==> config.mk <==
export PLATFORM = sky130hd
export DESIGN_NAME = io_interconnect
export DESIGN_NICKNAME = d
export VERILOG_FILES = /design/src/rtl/io_interconnect.sv
export SDC_FILE = /design/constraint.sdc
export NUM_CORES = 1
export LEC_CHECK = 0
export CORE_ASPECT_RATIO = 1.5
export CORE_MARGIN = 5
export CORE_UTILIZATION = 35
export CTS_CLUSTER_SIZE = 25
export DETAILED_ROUTE_END_ITERATION = 6
export GPL_TIMING_DRIVEN = 0
export PLACE_DENSITY_LB_ADDON = 0.15
export SLEW_MARGIN = 40
export SYNTH_ARGS = -nofsm -noshare
export SYNTH_HDL_FRONTEND = slang
export SYNTH_SLANG_ARGS = --single-unit
==> constraint.sdc <==
create_clock -name clk -period 1.5 [get_ports clk]
set_input_delay 0.225 -clock clk [delete_from_list [all_inputs] [get_ports clk]]
set_output_delay 0.225 -clock clk [all_outputs]
set_load 0.005 [all_outputs]
==> src/rtl/io_interconnect.sv <==
// Single-master IO bus bridge: accepts one CPU load/store at a time, strobes the
// addressed slave with a one-hot chip select and returns ack/err plus read data.
module io_interconnect #(
    parameter int NUM_SLAVES = 4
) (
    input  logic                      clk,
    input  logic                      rst,
    input  logic                      io_cpu_req,
    input  logic                      io_cpu_we,
    input  logic [31:0]               io_cpu_address,
    input  logic [31:0]               io_cpu_wr_data,
    output logic                      io_cpu_ack,
    output logic                      io_cpu_err,
    output logic [31:0]               io_cpu_rd_data,
    output logic                      io_bus_m_rd_en,
    output logic                      io_bus_m_wr_en,
    output logic [NUM_SLAVES-1:0]     io_bus_m_cs,
    output logic [31:0]               io_bus_m_address,
    output logic [31:0]               io_bus_m_wr_data,
    input  logic [32*NUM_SLAVES-1:0]  io_bus_m_rd_data
);

    typedef enum logic [1:0] {
        IDLE,
        STROBE,
        CAPTURE,
        RESP
    } state_t;

    state_t      state_reg, state_next;
    logic        we_reg;
    logic        err_reg;
    logic [3:0]  index_reg;
    logic [31:0] address_reg;
    logic [31:0] wr_data_reg;
    logic [31:0] rdata_reg;
    logic        strobe;

    // Full 16-entry view of the slave read buses so the 4-bit index never
    // selects outside the array; absent slaves read as zero.
    logic [31:0] slave_data [16];

    generate
        for (genvar gi = 0; gi < 16; gi++) begin : g_slave_data
            if (gi < NUM_SLAVES) begin : g_present
                assign slave_data[gi] = io_bus_m_rd_data[32*gi +: 32];
            end else begin : g_absent
                assign slave_data[gi] = 32'd0;
            end
        end
    endgenerate

    always_ff @(posedge clk) begin
        if (rst) begin
            state_reg <= IDLE;
        end else begin
            state_reg <= state_next;
        end
    end

    always_comb begin
        state_next = state_reg;
        case (state_reg)
            IDLE:    if (io_cpu_req) state_next = STROBE;
            STROBE:  state_next = (err_reg || we_reg) ? RESP : CAPTURE;
            CAPTURE: state_next = RESP;
            RESP:    state_next = IDLE;
            default: state_next = IDLE;
        endcase
    end

    always_ff @(posedge clk) begin
        if (rst) begin
            we_reg      <= 1'b0;
            err_reg     <= 1'b0;
            index_reg   <= 4'd0;
            address_reg <= 32'd0;
            wr_data_reg <= 32'd0;
            rdata_reg   <= 32'd0;
        end else begin
            if (state_reg == IDLE && io_cpu_req) begin
                we_reg      <= io_cpu_we;
                index_reg   <= io_cpu_address[11:8];
                err_reg     <= {1'b0, io_cpu_address[11:8]} >= 5'(NUM_SLAVES);
                address_reg <= io_cpu_address;
                wr_data_reg <= io_cpu_wr_data;
            end
            if (state_reg == CAPTURE) begin
                rdata_reg <= slave_data[index_reg];
            end
        end
    end

    // Every output is decoded from registered state, never from CPU inputs.
    assign strobe           = (state_reg == STROBE) && !err_reg;
    assign io_bus_m_rd_en   = strobe && !we_reg;
    assign io_bus_m_wr_en   = strobe && we_reg;
    assign io_bus_m_address = address_reg;
    assign io_bus_m_wr_data = wr_data_reg;

    generate
        for (genvar gi = 0; gi < NUM_SLAVES; gi++) begin : g_cs
            assign io_bus_m_cs[gi] = strobe && (index_reg == 4'(gi));
        end
    endgenerate

    assign io_cpu_ack     = (state_reg == RESP);
    assign io_cpu_err     = io_cpu_ack && err_reg;
    assign io_cpu_rd_data = (io_cpu_ack && !we_reg && !err_reg) ? rdata_reg : 32'd0;

endmodule

# Word level (Yosys, flattened, before mapping)
# Cells that the tools add are included.
[word_totals] reg_bits=104 latchBits=0 ram_bits=0 romBits=0 in_bits=196 memories=0
[classes] n_addsub=0 n_mul=0 div=0 n_lt_le_gt_ge=2 n_eq_ne=7 n_shift=0 mux=7 bitwise=1 n_reduce_logical=16
[op_table] op="binary-select mux 32 bit (select 4 bit)" count=1
[op_table] op="2-to-1 mux 32 bit" count=3
[op_table] op="logical AND 1 bit" count=11
[op_table] op="equality test 4 x 2 -> 1 bit, second input constant" count=2
[op_table] op="one-hot mux 2 bit (4 select lines)" count=1
[op_table] op="greater-or-equal comparator 5 bit, second input constant" count=1
[op_table] op="inverter 4 -> 5 bit" count=1
[op_table] op="equality test 2 bit, second input constant" count=2
[op_table] op="equality test 4 x 1 -> 1 bit, second input constant" count=1
[op_table] op="greater-or-equal comparator 4 x 3 -> 1 bit, second input constant" count=1
[op_table] op="zero test 4 bit" count=1
[op_table] op="equality test 2 x 1 -> 1 bit, second input constant" count=1
[op_table] op="zero test 1 bit" count=2
[op_table] op="zero test 2 bit" count=1
[op_table] op="2-to-1 mux 2 bit" count=1
[op_table] op="!= test 2 bit, second input constant" count=1
[op_table] op="logical OR 1 bit" count=1
[op_table] op="2-to-1 mux 1 bit" count=1

# Depth between registers and ports, before layout
# Gate-level depths: netlist of the first run.
[logic_depth] depth_word=4 depth_mapped=7 ltp_nobuf=5

# Worst setup path before layout of the first run
# Ideal clock, no wire load.
[synth_path] path_type="register to register" from="reg state_reg[0]" to="reg rdata_reg[10]" setup_ps=103 t_arrival_ps=1473 t_required_ps=1397 path_slack_ps=-76 path_stages_with_launch=7 synth_period_minus_slack_ps=1576 path_cell_list="dfxtp_1 inv_1 ha_1 clkbuf_1 nand2b_1 and3_1 a2111oi_2"
[synth_via] elab_chain_len=1
[synth_rtl] element="from (decl)" line_no="30" rtl="state_t state_reg, state_next;"
[synth_rtl] element="from (signal assigned)" line_no="57" rtl="state_reg <= state_next;"
[synth_rtl] element="equality test 2 bit" line_no="88" rtl="if (state_reg == CAPTURE) begin"
[synth_rtl] element="to (signal assigned)" line_no="89" rtl="rdata_reg <= slave_data[index_reg];"
[synth_rtl] element="to (decl)" line_no="36" rtl="logic [31:0] rdata_reg;"
# Every way passes these cells.
# A chain may end at the register's enable or synchronous reset.

# Worst setup path after layout of the first run
[layout_path] from="reg state_reg[1]" to="out io_cpu_rd_data[22]"
[layout_via] elab_chain_len=4
[layout_rtl] element="equality test 2 bit" line_no="107" rtl="assign io_cpu_ack = (state_reg == RESP);"
[layout_rtl] element="logical AND 1 bit (2 in series)" line_no="109" rtl="assign io_cpu_rd_data = (io_cpu_ack && !we_reg && !err_reg) ? rdata_reg : 32'd0;"
[layout_rtl] element="2-to-1 mux 32 bit" line_no="109"
[layout_rtl] element="to (decl)" line_no="14" rtl="output logic [31:0] io_cpu_rd_data,"
# Every way passes these cells.

==> results of run 1 <==
-- cell type report --
| class | count | area (um^2) | area share |
|---|---|---|---|
| repair buffers | 350 | 3660 | 0.334 |
| plain buffers | 49 | 564 | 0.0514 |
| well taps | 199 | 249 | 0.0227 |
| clock inverters | 6 | 60.1 | 0.00548 |
| inverters | 2 | 17.5 | 0.00160 |
| clock buffers | 10 | 239 | 0.0218 |
| multi-input cells | 449 | 4160 | 0.379 |
| flip-flops and latches | 100 | 2020 | 0.184 |
-- cell families after synthesis --
group           Yosys count
simple gates            279
compound gates          100
flops                   100
mux                      65
buf+inv                  51
fa+ha+maj                 5
-- power by group --
part | total, mW | switching, mW | leakage [nW] | internal [mW]
Sequential | 3.49 | 0.363 | 0.819 | 3.12
Clock | 2.38 | 1.15 | 0.149 | 1.22
Combinational | 7.30 | 3.06 | 3.08 | 4.25
-- per-layer routing --
| metal | GRT usage | vias to the layer above | share of wire |
|---|---|---|---|
| met5 | 0 | - | 0.00039 |
| met4 | 0.0756 | 2 | 0.023 |
| met1 | 0.227 | 2830 | 0.35 |
| li1 | - | 2813 | - |
| met2 | 0.463 | 227 | 0.56 |
| met3 | 0.0773 | 44 | 0.070 |
-- Yosys cell counts (all sizes together) --
cell	instances	area share
ha	5	0.012
nand2	134	0.095
nand2b	33	0.039
and3b	33	0.055
clkbuf	32	0.023
and2	34	0.040
o21ai	2	0.0019
nor3b	3	0.0043
and4b	1	0.0019
mux2i	65	0.12
a2111oi	32	0.091
a211oi	1	0.0014
dfxtp	100	0.38
buf	17	0.026
nor3	2	0.0019
inv	2	0.0014
and3	33	0.039
nor2	5	0.0035
a21oi	65	0.061
nor4b	1	0.0017
-- metrics by stage --
step           setup WS (ns)  TNS (ns)
6_report              -0.463    -40.86
5_1_grt               -0.518    -48.43
4_1_cts               -0.445    -36.86
3_5_place_dp           -1.20    -66.78
3_3_place_gp           -1.17    -60.11
2_1_floorplan        -0.0344     -1.29
-- critical path: stages (launching register included) --
cell       delay [ns]
dfxtp_4          0.39
ha_4             0.14
nor3b_4          0.22
buf_12           0.16
clkbuf_16        0.15
buf_8            0.11
and2_4           0.14
buf_6            0.09
-- final timing paths --
check,endpoint,startpoint,cells past startpoint
min reg2reg,io_bus_m_address[13],io_bus_m_address[13],2
max reg2reg,rdata_reg[5],state_reg[0],9
min,rdata_reg[30],rst,2
max,io_cpu_rd_data[22],state_reg[1],7
-- timing repair --
action | 4_1_cts | 5_1_grt
pin swaps | 50 | 17
endpoints found under the hold margin | 0 | 0
endpoints found under the setup margin | 140 | 145
gates cloned | 10 | 5
resized for setup | 414 | 116
buffers inserted | 30 | 10
==> reports/qor.txt, run 1 <==
GPL Wtd Cong -> 0.869
sequential share of the synthesized area -> 0.378
core area -> 15000 um^2
first-pass GRT wire length -> 33.7 mm
Final setup viols -> 138
crit path launch type -> flip-flop
Routed Antenna Nets -> 0
CTS hold repair buffers -> 0
Wirelength per Cell -> 19.6 um
Area Overhead vs Synth -> 107%
Final Hold Fails -> 0
commonest non-fill, non-tap cell in the layout -> clkdlybuf4s50_1
PwrDens -> 1200 nW/um^2
antenna violations before repair -> 1
Ports -> 300
Final Cell Area -> 11000 um^2
Final Critical Period -> 1.96 ns
main combinational cell family by area after synthesis -> simple AND/OR/NAND/NOR gates
DRC -> 0
Layout Nets -> 1162
fin cells -> 1165
Clock Skews -> 0.0112 ns
starting density of the core -> 0.353
slew at the pin closest to its max-slew limit -> 0.764 ns
root buf cell -> clkbuf_16
xor/xnor share of the synthesized area -> 0
Hold/Removal Path Class -> input pin to flip-flop
simple-gate area share of the yosys netlist -> 0.281
Total GRT Usage -> 0.235
Worst setup EP type -> output pin
Netlist cell types -> 24
CTS tree -> yes
fmax -> 510 MHz
largest net degree at the start of global routing -> 20
most frequent cells in the layout -> clkdlybuf4s50_1, nand2_1, dfxtp_1
Critical Path RT -> 1.27 ns
Mapped Cells -> 600
post-synthesis mux area share -> 0.123
Critical Path Fanout Max -> 5
Worst-path clk slew -> 0.07 ns
clk_lat worst skew -> 0.34 ns
Rel. slew slack -> 0.491
status -> finished, violations left
Congestion Overflow GR -> 0
Mapped Nets -> 801
Synthesis Warnings -> 0
Max clock buf depth -> 2
Pleak -> 4.05 nW
TritonCTS Buffers -> 9
H-tree Lvls -> 3
total power -> 13.2 mW
Post-Synth Adder-Cell Area -> 0.0118
clock sinks -> 100
# fillers -> 1122
IO Port Bufs -> 298
fin worst setup slack -> -0.463 ns
layout cell share with drive strength beyond 1 -> 0.349
Synth Cell Area -> 5290 um^2
setup slack, reg-to-reg -> -0.35 ns
period utilization -> 1.31
syn_area_per_cell -> 8.82 um^2
#FFs+latches synth -> 100
DIE AREA -> 17700 um^2
Worst VDD drop -> 0.938 mV
final core occ -> 0.731
hpwl dp -> 15.9 mm
Die Y -> 161 um
RSZ-0062 raised after global routing -> yes
row cnt -> 55
vias per cell -> 5.08
Setup CP Type -> flip-flop to output pin
Final Max Slew Viols -> 0
TritonRoute pass-1 iters -> 4
dpl cells -> 1097
drt initial violations -> 118
critical path arrival -> 1.74 ns
Placed Area -> 8530 um^2
failing checks -> negative setup slack
Max Cap Viol -> 0
chip width -> 110 um
final wirelength -> 22.9 mm
WHS -> 0.284 ns
compound-cell area share of the yosys netlist -> 0.156
Diodes inserted -> 0
via count -> 5916
number of global-route vias before repair -> 6326
Power figures use the tool's default switching activity.
==> run 2, diff against run 1 <==
CELL_PAD_IN_SITES_DETAIL_PLACEMENT = 2   (was not set)
CELL_PAD_IN_SITES_GLOBAL_PLACEMENT = 2   (was not set)
CORE_UTILIZATION = 19   (was 35)
SLEW_MARGIN = not set   (was 40)
TNS_END_PERCENT = 10   (was not set)
==> run 2 against run 1 <==
  * The flow still finishes with violations (negative setup slack)
  * Final cell count up 9.3%
  * Worst setup slack worse by 0.0086 ns
  * Power down 12%
  * Wire length up 13%
  * Die area up 77%
  * Sequential power about the same
  * Combinational power down 25%
  * Clock-buffer cell count down 1
  * Critical path type unchanged
  * Critical endpoint is now io_cpu_rd_data[5]
  * Largest cell class unchanged
==> reports/qor.txt, run 2 (synthesis gave the netlist of run 1 again) <==
status -> finished, violations left
failing checks -> negative setup slack
Clock Skews -> 0.00878 ns (-0.00243 ns)
Worst-path clk slew -> 0.08 ns (about the same)
slowest cell on the critical path -> dfxtp_4
Setup CP Type -> flip-flop to output pin
chip width -> 146 um (+32%)
CTS hold repair buffers -> 0 (unchanged)
crit-path cells -> ha_4, nor3b_4, buf_12, clkbuf_16, buf_8, and2_1, buf_2
fin worst setup slack -> -0.471 ns (-0.00856 ns)
worst reg-to-reg path cell count -> 7 (-2)
DIE AREA -> 31400 um^2 (+77%)
Routed Antenna Nets -> 0 (unchanged)
DRC -> 0 (unchanged)
via count -> 5669 (-4.2%)
# fillers -> 3022 (+170%)
Worst R2R End -> rdata_reg[10]
Placed Area -> 8710 um^2 (+2.1%)
Hold/Removal Path Class -> input pin to flip-flop
first-pass GRT wire length -> 39.1 mm (+16%)
drt initial violations -> 90 (-24%)
WHS -> 0.239 ns (-0.0450 ns)
Max stage delay on crit path -> 0.37 ns (-0.02 ns)
most frequent cells in the layout -> clkdlybuf4s50_1, nand2_1, dfxtp_1
worst slack at placement -> -1.33 ns (-0.129 ns)
IO Port Bufs -> 298 (unchanged)
PwrDens -> 1160 nW/um^2 (-3.0%)
setup slack, reg-to-reg -> -0.27 ns (+0.08 ns)
Ports -> 300 (unchanged)
CP top delay family -> buffers and inverters
Max clock buf depth -> 2 (unchanged)
Layout Nets -> 1127 (-3.0%)
TritonRoute pass-1 iters -> 4 (unchanged)
core area -> 27400 um^2 (+83%)
Worst setup EP type -> output pin
final core occ -> 0.365 (-0.367)
period utilization -> 1.31 (+0.00571)
root buf cell -> clkbuf_16
commonest non-fill, non-tap cell in the layout -> clkdlybuf4s50_1
Congestion Overflow GR -> 0 (unchanged)
Area Overhead vs Synth -> 88.7%
Min-Delay Path Depth -> 2 (unchanged)
starting density of the core -> 0.193 (-0.160)
RSZ-0062 raised after global routing -> yes
antenna violations before repair -> 1 (unchanged)
final wirelength -> 25.7 mm (+13%)
Die Y -> 214 um (+34%)
slew at the pin closest to its max-slew limit -> 0.902 ns (+0.138 ns)
Total GRT Usage -> 0.161 (-0.0743)
CTS tree -> yes
Worst VDD drop -> 0.615 mV (-34%)
critical path arrival -> 1.75 ns (about the same)
row cnt -> 74 (+35%)
Final Critical Period -> 1.97 ns (+0.00856 ns)
Final Cell Area -> 9990 um^2 (-8.9%)
crit path launch type -> flip-flop
H-tree Lvls -> 3 (unchanged)
total power -> 11.6 mW (-12%)
WHS Endpoint -> rdata_reg[30]
largest net degree at the start of global routing -> 18 (-10%)
Wirelength per Cell -> 20.2 um (+3.0%)
Critical Path Fanout Max -> 6 (+1)
number of global-route vias before repair -> 6280 (-0.73%)
TritonCTS Buffers -> 9 (unchanged)
CP Buf/Inv Count -> 4 (unchanged)
vias per cell -> 4.45 (-12%)
clk_lat worst skew -> 0.37 ns (+0.03 ns)
Max Cap Viol -> 0 (unchanged)
Critical R2R Launch -> state_reg[0]
min-delay src -> rst
layout cell share with drive strength beyond 1 -> 0.244 (-0.105)
Final Hold Fails -> 0 (unchanged)
Final setup viols -> 70 (-49%)
Rel. slew slack -> 0.399 (-0.0920)
Critical Path RT -> 1.27 ns (about the same)
GPL Wtd Cong -> 0.707 (-19%)
fmax -> 507 MHz (-0.43%)
clock sinks -> 100 (unchanged)
hpwl dp -> 20.1 mm (+26%)
Final Max Slew Viols -> 0 (unchanged)
Pleak -> 4.14 nW (+2.3%)
-- run 2: layout make-up --
cell class                 instances  area [um^2]  area share
antenna                            1         2.50    0.000251
tap                              342          428      0.0428
clock buffer                       9          225      0.0225
clock inverter                     6         96.3     0.00964
multi-input combinational        449         3520       0.353
timing repair buffer             315         3180       0.319
buffer                            49          500      0.0501
sequential                       100         2020       0.202
inverter                           2         15.0     0.00150
-- run 2: routing by layer --
metal  track usage  up-vias  wire length [um]
met2         0.301      188             13900
met4        0.0512        2               440
met1         0.174     2723              9710
met5             0        -                13
met3        0.0442       20              1630
li1              -     2736                 -
-- run 2: worst max path at each step --
stage,startpoint,endpoint,slack (ns),cells past startpoint
finish,state_reg[0],io_cpu_rd_data[5],-0.47,7
global route,state_reg[1],io_cpu_rd_data[3],-0.54,7
CTS,state_reg[1],io_cpu_rd_data[6],-0.51,7
detailed placement,state_reg[1],io_cpu_rd_data[4],-1.33,5
global placement,state_reg[1],io_cpu_rd_data[26],-1.37,5
floorplan,state_reg[1],io_bus_m_wr_data[10],-0.03,7
-- run 2: through the flow --
stage                     TNS [ns]  instances
after floorplan              -1.29        600
after global placement      -81.67       1240
after detailed placement    -82.57       1240
after CTS                   -27.50       1268
after global routing        -25.45       1272
final                       -20.22       1273
-- run 2: power breakdown --
group	internal (mW)	switching [mW]	total [mW]	leakage, nW
registers	3.12	0.334	3.46	0.819
clock network	1.48	1.21	2.69	0.154
logic	3.01	2.48	5.49	3.17
total	7.61	4.02	11.6	4.14
-- run 2: repair_timing --
action / CTS / global route
pin swaps: 21 / 14
gates cloned: 2 / 0
resized for setup: 275 / 137
hold endpoints to repair: 0 / 0
setup endpoints to repair: 143 / 151
buffers inserted: 11 / 5
==> run 3, diff against run 2 <==
CORE_MARGIN = 2   (was 5)
RECOVER_POWER = 100   (was not set)
==> run 3 against run 2 <==
  * The flow still finishes with violations (negative setup slack)
  * First-iteration DRC count rose by 30%
  * Register-to-register slack improved by 0.04 ns
  * Flip-flop and latch count did not move
  * Combinational power fell by 2%
  * Critical path depth did not move
  * Utilization fell by 0.37 points
  * Sequential share of layout area rose by 0.29 points
  * Sequential power barely moved
==> reports/qor.txt, run 3 (synthesis gave the netlist of run 1 again) <==
status -> finished, violations left
failing checks -> negative setup slack
Diodes inserted -> 0 (-1)
CP Buf/Inv Count -> 4 (unchanged)
Setup CP Type -> flip-flop to output pin
Worst setup EP type -> output pin
crit path launch type -> flip-flop
chip width -> 140 um (-4.1%)
worst slack at placement -> -1.52 ns (-0.197 ns)
via count -> 5679 (+0.18%)
DIE AREA -> 29200 um^2 (-6.8%)
Congestion Overflow GR -> 0 (unchanged)
slew at the pin closest to its max-slew limit -> 0.866 ns (-0.0360 ns)
Rel. slew slack -> 0.423 (+0.0240)
Layout Nets -> 1126 (-0.089%)
TritonCTS Buffers -> 9 (unchanged)
antenna violations before repair -> 2 (+1)
Min-Delay Path Depth -> 2 (unchanged)
Total GRT Usage -> 0.166 (+0.00553)
slowest cell on the critical path -> dfxtp_4
Hold/Removal Path Class -> input pin to flip-flop
DRC -> 0 (unchanged)
PwrDens -> 1170 nW/um^2 (+0.50%)
Wirelength per Cell -> 19.6 um (-2.9%)
CTS tree -> yes
Worst-path clk slew -> 0.07 ns (about the same)
H-tree Lvls -> 3 (unchanged)
Final Max Slew Viols -> 0 (unchanged)
worst reg-to-reg path cell count -> 7 (unchanged)
Max clock buf depth -> 2 (unchanged)
critical path arrival -> 1.71 ns (-0.04 ns)
Die Y -> 208 um (-2.8%)
Worst VDD drop -> 0.585 mV (-4.9%)
root buf cell -> clkbuf_16
number of global-route vias before repair -> 6291 (+0.18%)
Pleak -> 3.69 nW (-11%)
Final Hold Fails -> 0 (unchanged)
Critical Path RT -> 1.27 ns (about the same)
row cnt -> 74 (unchanged)
Final setup viols -> 102 (+46%)
Clock Skews -> 0.0111 ns (+0.00230 ns)
GPL Wtd Cong -> 0.708 (+0.18%)
final wirelength -> 25.0 mm (-3.0%)
vias per cell -> 4.46 (+0.26%)
TritonRoute pass-1 iters -> 4 (unchanged)
critical path depth -> 7 (unchanged)
most frequent cells in the layout -> clkdlybuf4s50_1, nand2_1, dfxtp_1
IO Port Bufs -> 298 (unchanged)
clk_lat worst skew -> 0.36 ns (about the same)
drt initial violations -> 117 (+30%)
first-pass GRT wire length -> 37.1 mm (-5.2%)
Routed Antenna Nets -> 0 (unchanged)
CTS hold repair buffers -> 0 (unchanged)
Final Critical Period -> 1.93 ns (-0.0368 ns)
Max stage delay on crit path -> 0.37 ns (about the same)
Max Cap Viol -> 0 (unchanged)
commonest non-fill, non-tap cell in the layout -> clkdlybuf4s50_1
hpwl dp -> 19.2 mm (-4.4%)
largest net degree at the start of global routing -> 18 (unchanged)
core area -> 27300 um^2 (-0.34%)
period utilization -> 1.29 (-0.0246)
Placed Area -> 8710 um^2 (unchanged)
Critical Path Fanout Max -> 4 (-2)
clock sinks -> 100 (unchanged)
Final Cell Area -> 9850 um^2 (-1.4%)
fmax -> 517 MHz (+1.9%)
Ports -> 300 (unchanged)
Area Overhead vs Synth -> 86.2%
crit-path cells -> ha_4, nor3b_4, buf_6, clkbuf_16, buf_8, and2_1, buf_2
CP top delay family -> buffers and inverters
fin worst setup slack -> -0.434 ns (+0.0368 ns)
layout cell share with drive strength beyond 1 -> 0.232 (-0.0118)
starting density of the core -> 0.194 (+0.000655)
RSZ-0062 raised after global routing -> yes
==> run 3: metal layers <==
| metal | vias up | share of wire | GRT usage |
|---|---|---|---|
| met5 | - | 0.0011 | 0 |
| met2 | 182 | 0.55 | 0.324 |
| met4 | 4 | 0.012 | 0.0425 |
| li1 | 2733 | - | - |
| met1 | 2740 | 0.36 | 0.171 |
| met3 | 20 | 0.072 | 0.0488 |
==> run 3: layout make-up <==
type / instances / area, um^2
tap: 342 / 428
fill: 3009 / 17500
multi-input combinational: 449 / 3460
sequential: 100 / 2020
inverter: 2 / 10.0
timing repair buffer: 314 / 3120
clock inverter: 6 / 91.3
buffer: 49 / 492
clock buffer: 10 / 239
==> run 3: per-stage QoR <==
stage / util / hold slack, ns / TNS (ns) / power (mW) / std cells
4_1_cts: 0.355 / 0.287 / -22.64 / 11.6 / 1269
2_1_floorplan: - / 0.361 / -1.29 / 5.69 / 600
3_5_place_dp: 0.319 / 0.451 / -90.06 / 7.87 / 1240
5_1_grt: 0.361 / 0.300 / -30.50 / 12.3 / 1272
6_report: 0.361 / 0.277 / -20.94 / 11.5 / 1272
3_3_place_gp: 0.319 / 0.442 / -85.58 / 7.80 / 1240
==> run 3: path summary, 6_finish.rpt <==
check | startpoint | to | slack (ns)
worst max register to register | state_reg[0] | rdata_reg[17] | -0.23
worst min-delay path | rst | rdata_reg[30] | 0.28
worst max-delay path | state_reg[1] | io_cpu_rd_data[15] | -0.43
worst min register to register | io_bus_m_wr_data[17] | io_bus_m_wr_data[17] | 0.45
==> run 3: timing repair <==
action                                  4_1_cts  5_1_grt
endpoints found under the setup margin      145      154
resized for setup                           322       77
buffers inserted                             13        3
pin swaps                                    34        6
hold endpoints to repair                      0        0
==> run 3: report_power, final <==
group          switching (mW)  internal [mW]
registers               0.337           3.12
logic                    2.42           2.93
clock network            1.19           1.53
total                    3.95           7.59
